**src/rtl/mesh_term_pkg.sv**
```systemverilog
// Shared definitions for the mesh terminal agent: header field layout,
// RX state encoding and the destination check.
package mesh_term_pkg;

  // The routing header occupies the top HDR_W bits of every packet, whatever
  // the packet width. Positions below are bit indices inside that header slice,
  // which the agent takes as pkt[PCKG_SZ-1 -: HDR_W].
  localparam int HDR_W    = 17;
  localparam int NJ_MSB   = HDR_W - 1;
  localparam int ROW_MSB  = NJ_MSB - 8;
  localparam int COL_MSB  = ROW_MSB - 4;
  localparam int MODE_BIT = COL_MSB - 4;

  typedef logic [HDR_W-1:0] hdr_t;

  typedef enum logic [1:0] {
    RX_IDLE,
    RX_POP,
    RX_GAP
  } rx_state_t;

  // True when the packet belongs here: either a broadcast next-jump or an
  // exact row/column match with this terminal.
  function automatic logic dest_match(
    input hdr_t       pkt,
    input logic [3:0] row,
    input logic [3:0] col,
    input logic [7:0] bdcst
  );
    logic is_bdcst;
    logic is_mine;
    is_bdcst = (pkt[NJ_MSB -: 8] == bdcst);
    is_mine  = (pkt[ROW_MSB -: 4] == row) && (pkt[COL_MSB -: 4] == col);
    return is_bdcst || is_mine;
  endfunction

endpackage

```
**src/rtl/mesh_term_fifo.sv**
```systemverilog
// TX packet buffer: power-of-two synchronous FIFO with a count register so
// full/empty are plain registered decodes. Read and write may share a cycle.
module mesh_term_fifo #(
  parameter int PCKG_SZ    = 32,
  parameter int FIFO_DEPTH = 8
) (
  input  logic               clk,
  input  logic               reset,
  input  logic               wr_en,
  input  logic [PCKG_SZ-1:0] wr_data,
  input  logic               rd_en,
  output logic               full,
  output logic               empty,
  output logic [PCKG_SZ-1:0] head
);

  localparam int AW = $clog2(FIFO_DEPTH);
  localparam int CW = AW + 1;
  localparam logic [CW-1:0] DEPTH_V = CW'(FIFO_DEPTH);

  logic [PCKG_SZ-1:0] mem [FIFO_DEPTH];
  logic [AW-1:0]      wr_ptr;
  logic [AW-1:0]      rd_ptr;
  logic [CW-1:0]      count;
  logic               do_wr;
  logic               do_rd;

  assign full  = (count == DEPTH_V);
  assign empty = (count == '0);
  assign head  = mem[rd_ptr];
  assign do_wr = wr_en && !full;
  assign do_rd = rd_en && !empty;

  // Storage is cleared on reset so the head presented to the mesh reads 0.
  always_ff @(posedge clk or negedge reset) begin
    if (!reset) begin
      for (int i = 0; i < FIFO_DEPTH; i++) begin
        mem[i] <= '0;
      end
    end else if (do_wr) begin
      mem[wr_ptr] <= wr_data;
    end
  end

  // Pointers wrap naturally because the depth is a power of two.
  always_ff @(posedge clk or negedge reset) begin
    if (!reset) begin
      wr_ptr <= '0;
      rd_ptr <= '0;
      count  <= '0;
    end else begin
      if (do_wr) wr_ptr <= wr_ptr + 1'b1;
      if (do_rd) rd_ptr <= rd_ptr + 1'b1;
      case ({do_wr, do_rd})
        2'b10:   count <= count + 1'b1;
        2'b01:   count <= count - 1'b1;
        default: count <= count;
      endcase
    end
  end

endmodule

```
**src/rtl/mesh_term_agent.sv**
```systemverilog
// Per-terminal agent: buffers host packets toward the mesh, ejects mesh
// packets into a one-entry holding register, and keeps counters/error flags.
module mesh_term_agent
  import mesh_term_pkg::*;
#(
  parameter int         PCKG_SZ    = 32,
  parameter int         FIFO_DEPTH = 8,
  parameter logic [3:0] MY_ROW     = 4'd0,
  parameter logic [3:0] MY_COL     = 4'd0,
  parameter logic [7:0] BDCST      = 8'hFF,
  parameter int         TIMEOUT    = 1023
) (
  input  logic               clk,
  input  logic               reset,
  input  logic               tx_valid,
  input  logic [PCKG_SZ-1:0] tx_data,
  output logic               tx_ready,
  output logic [PCKG_SZ-1:0] data_out_i_in,
  output logic               pndng_i_in,
  input  logic               popin,
  input  logic [PCKG_SZ-1:0] data_out,
  input  logic               pndng,
  output logic               pop,
  output logic               rx_valid,
  output logic [PCKG_SZ-1:0] rx_data,
  input  logic               rx_ready,
  input  logic               clr,
  output logic [15:0]        tx_count,
  output logic [15:0]        rx_count,
  output logic               misroute,
  output logic               timeout,
  output logic               proto_err
);

  localparam int TO_W = ($clog2(TIMEOUT + 1) > 10) ? $clog2(TIMEOUT + 1) : 10;
  localparam logic [TO_W-1:0] TO_MAX = TO_W'(TIMEOUT);
  localparam logic [TO_W-1:0] TO_PRE = TO_W'(TIMEOUT - 1);

  logic            full;
  logic            empty;
  logic            wr_en;
  logic            rd_en;
  logic [TO_W-1:0] to_cnt;
  logic            to_hit;
  logic            capture;
  logic            mis_ev;
  logic            proto_ev;
  rx_state_t       state;
  rx_state_t       state_next;

  assign tx_ready   = !full;
  assign wr_en      = tx_valid && tx_ready;
  assign rd_en      = popin && !empty;
  assign pndng_i_in = !empty;

  mesh_term_fifo #(
    .PCKG_SZ    (PCKG_SZ),
    .FIFO_DEPTH (FIFO_DEPTH)
  ) u_fifo (
    .clk     (clk),
    .reset   (reset),
    .wr_en   (wr_en),
    .wr_data (tx_data),
    .rd_en   (rd_en),
    .full    (full),
    .empty   (empty),
    .head    (data_out_i_in)
  );

  // Wait counter for the offered head: cleared by any popin or an empty FIFO,
  // otherwise counts up and parks at TIMEOUT.
  always_ff @(posedge clk or negedge reset) begin
    if (!reset) begin
      to_cnt <= '0;
    end else if (popin || empty) begin
      to_cnt <= '0;
    end else if (to_cnt != TO_MAX) begin
      to_cnt <= to_cnt + 1'b1;
    end
  end

  assign to_hit   = pndng_i_in && !popin && (to_cnt >= TO_PRE);
  assign capture  = (state == RX_POP);
  assign mis_ev   = capture && !dest_match(data_out[PCKG_SZ-1 -: HDR_W], MY_ROW, MY_COL, BDCST);
  assign proto_ev = (popin && empty) || (capture && !pndng);

  // RX state register.
  always_ff @(posedge clk or negedge reset) begin
    if (!reset) state <= RX_IDLE;
    else        state <= state_next;
  end

  // RX sequencing: one pop, then a dead cycle before looking at pndng again.
  always_comb begin
    state_next = state;
    pop        = 1'b0;
    case (state)
      RX_IDLE: if (pndng && !rx_valid) state_next = RX_POP;
      RX_POP: begin
        pop        = 1'b1;
        state_next = RX_GAP;
      end
      RX_GAP:  state_next = RX_IDLE;
      default: state_next = RX_IDLE;
    endcase
  end

  // Holding register toward the host; the packet is kept even if misrouted.
  always_ff @(posedge clk or negedge reset) begin
    if (!reset) begin
      rx_valid <= 1'b0;
      rx_data  <= '0;
    end else if (capture) begin
      rx_valid <= 1'b1;
      rx_data  <= data_out;
    end else if (rx_ready) begin
      rx_valid <= 1'b0;
    end
  end

  // Packet counters; an event coinciding with clr leaves the count at 1.
  always_ff @(posedge clk or negedge reset) begin
    if (!reset) begin
      tx_count <= '0;
      rx_count <= '0;
    end else begin
      if (rd_en)    tx_count <= clr ? 16'd1 : tx_count + 16'd1;
      else if (clr) tx_count <= '0;
      if (capture)  rx_count <= clr ? 16'd1 : rx_count + 16'd1;
      else if (clr) rx_count <= '0;
    end
  end

  // Sticky error flags; a setting event beats clr in the same cycle.
  always_ff @(posedge clk or negedge reset) begin
    if (!reset) begin
      misroute  <= 1'b0;
      timeout   <= 1'b0;
      proto_err <= 1'b0;
    end else begin
      if (mis_ev)        misroute  <= 1'b1;
      else if (clr)      misroute  <= 1'b0;
      if (to_hit)        timeout   <= 1'b1;
      else if (clr)      timeout   <= 1'b0;
      if (proto_ev)      proto_err <= 1'b1;
      else if (clr)      proto_err <= 1'b0;
    end
  end

endmodule

```
**config.mk**
```make
export PLATFORM = sky130hd
export DESIGN_NAME = mesh_term_agent
export DESIGN_NICKNAME = d
export VERILOG_FILES = /design/src/rtl/mesh_term_pkg.sv /design/src/rtl/mesh_term_fifo.sv /design/src/rtl/mesh_term_agent.sv
export SDC_FILE = /design/constraint.sdc
export NUM_CORES = 1
export LEC_CHECK = 0
export BUFFER_PORTS_ARGS = -buffer_cell sky130_fd_sc_hd__clkbuf_2
export CAP_MARGIN = 20
export CORE_AREA = 2 2 201 203
export DETAILED_ROUTE_END_ITERATION = 8
export DIE_AREA = 0 0 203 205
export PLACE_DENSITY = 0.58
export SLEW_MARGIN = 10
export SYNTH_ARGS = -nofsm -noshare
export SYNTH_HDL_FRONTEND = slang
export SYNTH_SLANG_ARGS = --single-unit
```
**constraint.sdc**
```tcl
create_clock -name clk -period 3.54 [get_ports clk]
set_input_delay 0.177 -clock clk [delete_from_list [all_inputs] [get_ports clk]]
set_output_delay 0.177 -clock clk [all_outputs]
set_load 0.02 [all_outputs]
```
==> impl_results.md <==
* Global route overflow at 0
* Final Hold Fails at 0
* Reg2reg path depth at 10
* Final Max Slew Viols at 0
* Worst clock skew at 0.01477 ns
* Routed Wire Length at 34700 um
* Hold path endpoint: u_fifo.mem[80]
* Gpl congestion at 0.7572
* Synth area leader: dfrtp_1
* Fillers at 3459
* Most frequent cells in the layout: dfrtp_1 (343), mux2_2 (244), clkbuf_2 (172), nand2_1 (125), dlygate4sd3_1 (67)
* Max cap viols at 0
* Max H-tree Level at 2
* Total Routing Usage GR at between 10% and 20%
* Max Fclk at roughly 350 MHz
* # setup viols final at 0
* Sequence of cells on the critical path: buf_12, mux4_2, mux2_2, clkbuf_2
* HP Class: in -> reg
* CTS Buf Count at 39
* Worst Setup SP: u_fifo.rd_ptr[0]
* CTS Sinks at around 350
* Final nets at around 1400
* Vias per cell at 5.148
* CP Buf/Inv Count at 2
* Buffers on Ports at 173
* Critical Path End Type: output pin
* Top-level I/O count at approximately 170
* Arr. time, crit path at between 2 and 3 ns
* Worst Path Max Fanout at 32
* Crit path time final at around 2.9 ns
* Syn. warnings at 0
* Clock buffer depth at 3
* Commonest register cell after synthesis: dfrtp_1
* Leak at roughly 8.4 nW
* Slowest cell on the critical path: dfrtp_4
* Top cell type's share of synthesized area at between 50 and 60%
* Largest net degree at the start of global routing at between 100 and 150
* Reg2reg end: u_fifo.count[2]
* Post-synthesis sequential area ratio at 55.45%
* Post-synth net total at approximately 1200
* DRT iter0 DRCs at 419
* Dpl hpwl at 20450 um
* Hold path depth at 2
* Place WS at about 0.81 ns
* Async set-reset flop share out of synthesis at 100.0%
* Largest cells by area after synthesis: dfrtp_1 (55%), mux2_2 (18%), mux4_2 (9.2%), mux2_1 (3.4%), nand2_1 (3.0%)
* Root Driver: clkbuf_16
* Worst path max stage delay at between 0.7 and 0.8 ns
* Row cnt at between 70 and 80
* Final Cycle Share at a little over 80%
* Post-cts gate resize count at 0
* Die area at between 40000 and 50000 um^2
* Setup TNS at 0 ns
* Register area at between 8000 and 9000 um^2
* Synth cell types at 50
* Fraction of layout cells with a size suffix above 1 at a little over two fifths
* Worst-Skew Late Latency at between 0.5 and 0.6 ns
* Synth Cell Area at 15610 um^2
* DRC Markers at 0
* Die width at about 200 um
* CP required at roughly 3.4 ns
* Worst r2r src: u_fifo.count[1]
* Slew margin rel. at 28.92%
* RSZ-0062 raised after global routing: no
* Multi-input logic area at 6578 um^2
* R2R setup slack at about 0.79 ns
* WL/cell at 18.43 um
* Post-synth EDFFs at 0
* Setup CP Type: reg -> out
* ANT nets after route at 0
* IR drop worst, VDD at between 0.0004 and 0.0005 V
* Mapped Avg Cell Area at 14.26 um^2
* Area delta synth->final at 21.20%
* CTS tree: done
* Final WS setup at about 0.68 ns
* Via count at 9693
* Cell Pwr Density at approximately 930 nW/um^2
* Initial core utilization at 39.66%
* Clk pin slew, worst setup/hold paths at about 0.06 ns
* HP Start: tx_data[16]
* Drt pass-1 iters at 4
* Die height at slightly above 200 um
* Crit-path leading delay family: multiplexers
* Antenna violations before repair at 1
* #FFs+latches synth at around 350
* Core area at 39370 um^2
* Most common cell after layout, fill and taps aside: dfrtp_1
* CP Launch Type: flip-flop
* Cell count after synthesis at ~1100
* Status: completed
* Vias in the first global route at roughly 10000
* Slew @ Worst Pin at about 1.1 ns
* First-pass GRT wire length at roughly 56000 um
* # diodes at 0
## per-stage QoR
step           cell area [um^2]  util [%]  power [mW]  hold WS [ns]  instances
2_1_floorplan             15610         -       11.78       -0.1186       1095
3_3_place_gp              17010     43.21       13.61        0.1820       1747
3_5_place_dp              17010     43.21       13.79        0.1888       1747
4_1_cts                   18920     48.07       17.84      0.003634       1883
5_1_grt                   18920     48.07       18.70       0.02213       1883
6_report                  18920     48.07       17.57      0.007104       1883
## kinds of logic (layout without fill, tap and decap cells)
group / Yosys count / in the layout / synth area share (%)
DFF: 346 / 346 / 55.45
AOI/OAI and AO/OA: 37 / 37 / 1.418
xor gates and xnor gates: 31 / 31 / 1.739
and+or+nand+nor: 242 / 242 / 7.653
buffers and inverters: 72 / 335 / 2.604
adders and majority gates: 9 / 9 / 0.7212
muxes: 358 / 358 / 30.41
## report_power, final
part / switching (mW) / total [mW] / internal (mW)
logic: 3.13 / 6.80 / 3.67
registers: 1.14 / 6.87 / 5.73
clock network: 1.57 / 3.90 / 2.33
total: 5.84 / 17.6 / 11.7
## worst reg2reg max path, cell delays in order (launching register included)
cell and delay, ns:
dfrtp_1 0.47, or4b_4 0.57, and2_1 0.33, inv_1 0.18, ha_1 0.28, xor2_1 0.10
ha_1 0.18, a21oi_1 0.15, xor2_1 0.17, nor2_1 0.07, xor2_1 0.14
## state kept, by name, summed over array words and instances, names as in the netlist
| signal | flops |
|---|---|
| state | 2 |
| to_cnt | 10 |
| rx_count | 16 |
| u_fifo.rd_ptr | 3 |
| rx_data | 32 |
| misroute | 1 |
| rx_valid | 1 |
| tx_count | 16 |
| u_fifo.count | 4 |
| u_fifo.wr_ptr | 3 |
| proto_err | 1 |
| u_fifo.mem | 256 |
| timeout | 1 |
## cell type report
type                       count  area share [%]
sequential                   346           45.79
multi-input combinational    677           34.76
timing repair buffer         257           9.243
clock buffer                  62           6.367
tap                          525           3.471
clock inverter                 7          0.1983
inverter                       9          0.1785
## cells in the mapped netlist (2+ instances only)
cell type	count
a211oi_1	2
a21oi_1	12
a31oi_1	3
and2_1	3
and3_1	4
and4_1	3
buf_1	6
buf_2	16
buf_4	3
buf_6	14
clkbuf_1	24
dfrtp_1	346
ha_1	9
inv_1	8
mux2_1	47
mux2_2	244
mux2i_1	3
mux4_2	64
nand2_1	125
nand2b_1	3
nand3_1	13
nand4_1	13
nand4b_4	2
nor2_1	38
nor2b_1	2
nor3_1	4
nor3b_2	2
nor4_1	8
nor4b_1	2
o21ai_0	12
o31ai_1	2
or2_2	2
or3_1	9
or4_1	2
xnor2_1	12
xor2_1	19
## routing by layer
layer | vias up | part of all wire (%) | track usage, %
met3 | 59 | 4.7 | 3.452
met2 | 190 | 48 | 27.96
met4 | 2 | 2.0 | 4.223
met1 | 5016 | 45 | 23.45
li1 | 4426 | - | -
met5 | - | 0.037 | 0
## what timing repair did
action / 4_1_cts / 5_1_grt
hold buffers: 67 / 0
endpoints found under the hold margin: 213 / 0
setup buffers: 0 / 0
## worst max-delay path by stage
stage | endpoint | slack (ns) | depth (start not counted)
floorplan | u_fifo.count[2] | 0.97 | 12
global placement | u_fifo.count[2] | 0.83 | 10
detailed placement | u_fifo.count[2] | 0.81 | 10
CTS | data_out_i_in[17] | 0.61 | 4
global route | data_out_i_in[17] | 0.52 | 4
finish | data_out_i_in[11] | 0.68 | 4
No activity file was read; power rests on OpenSTA's default activity.
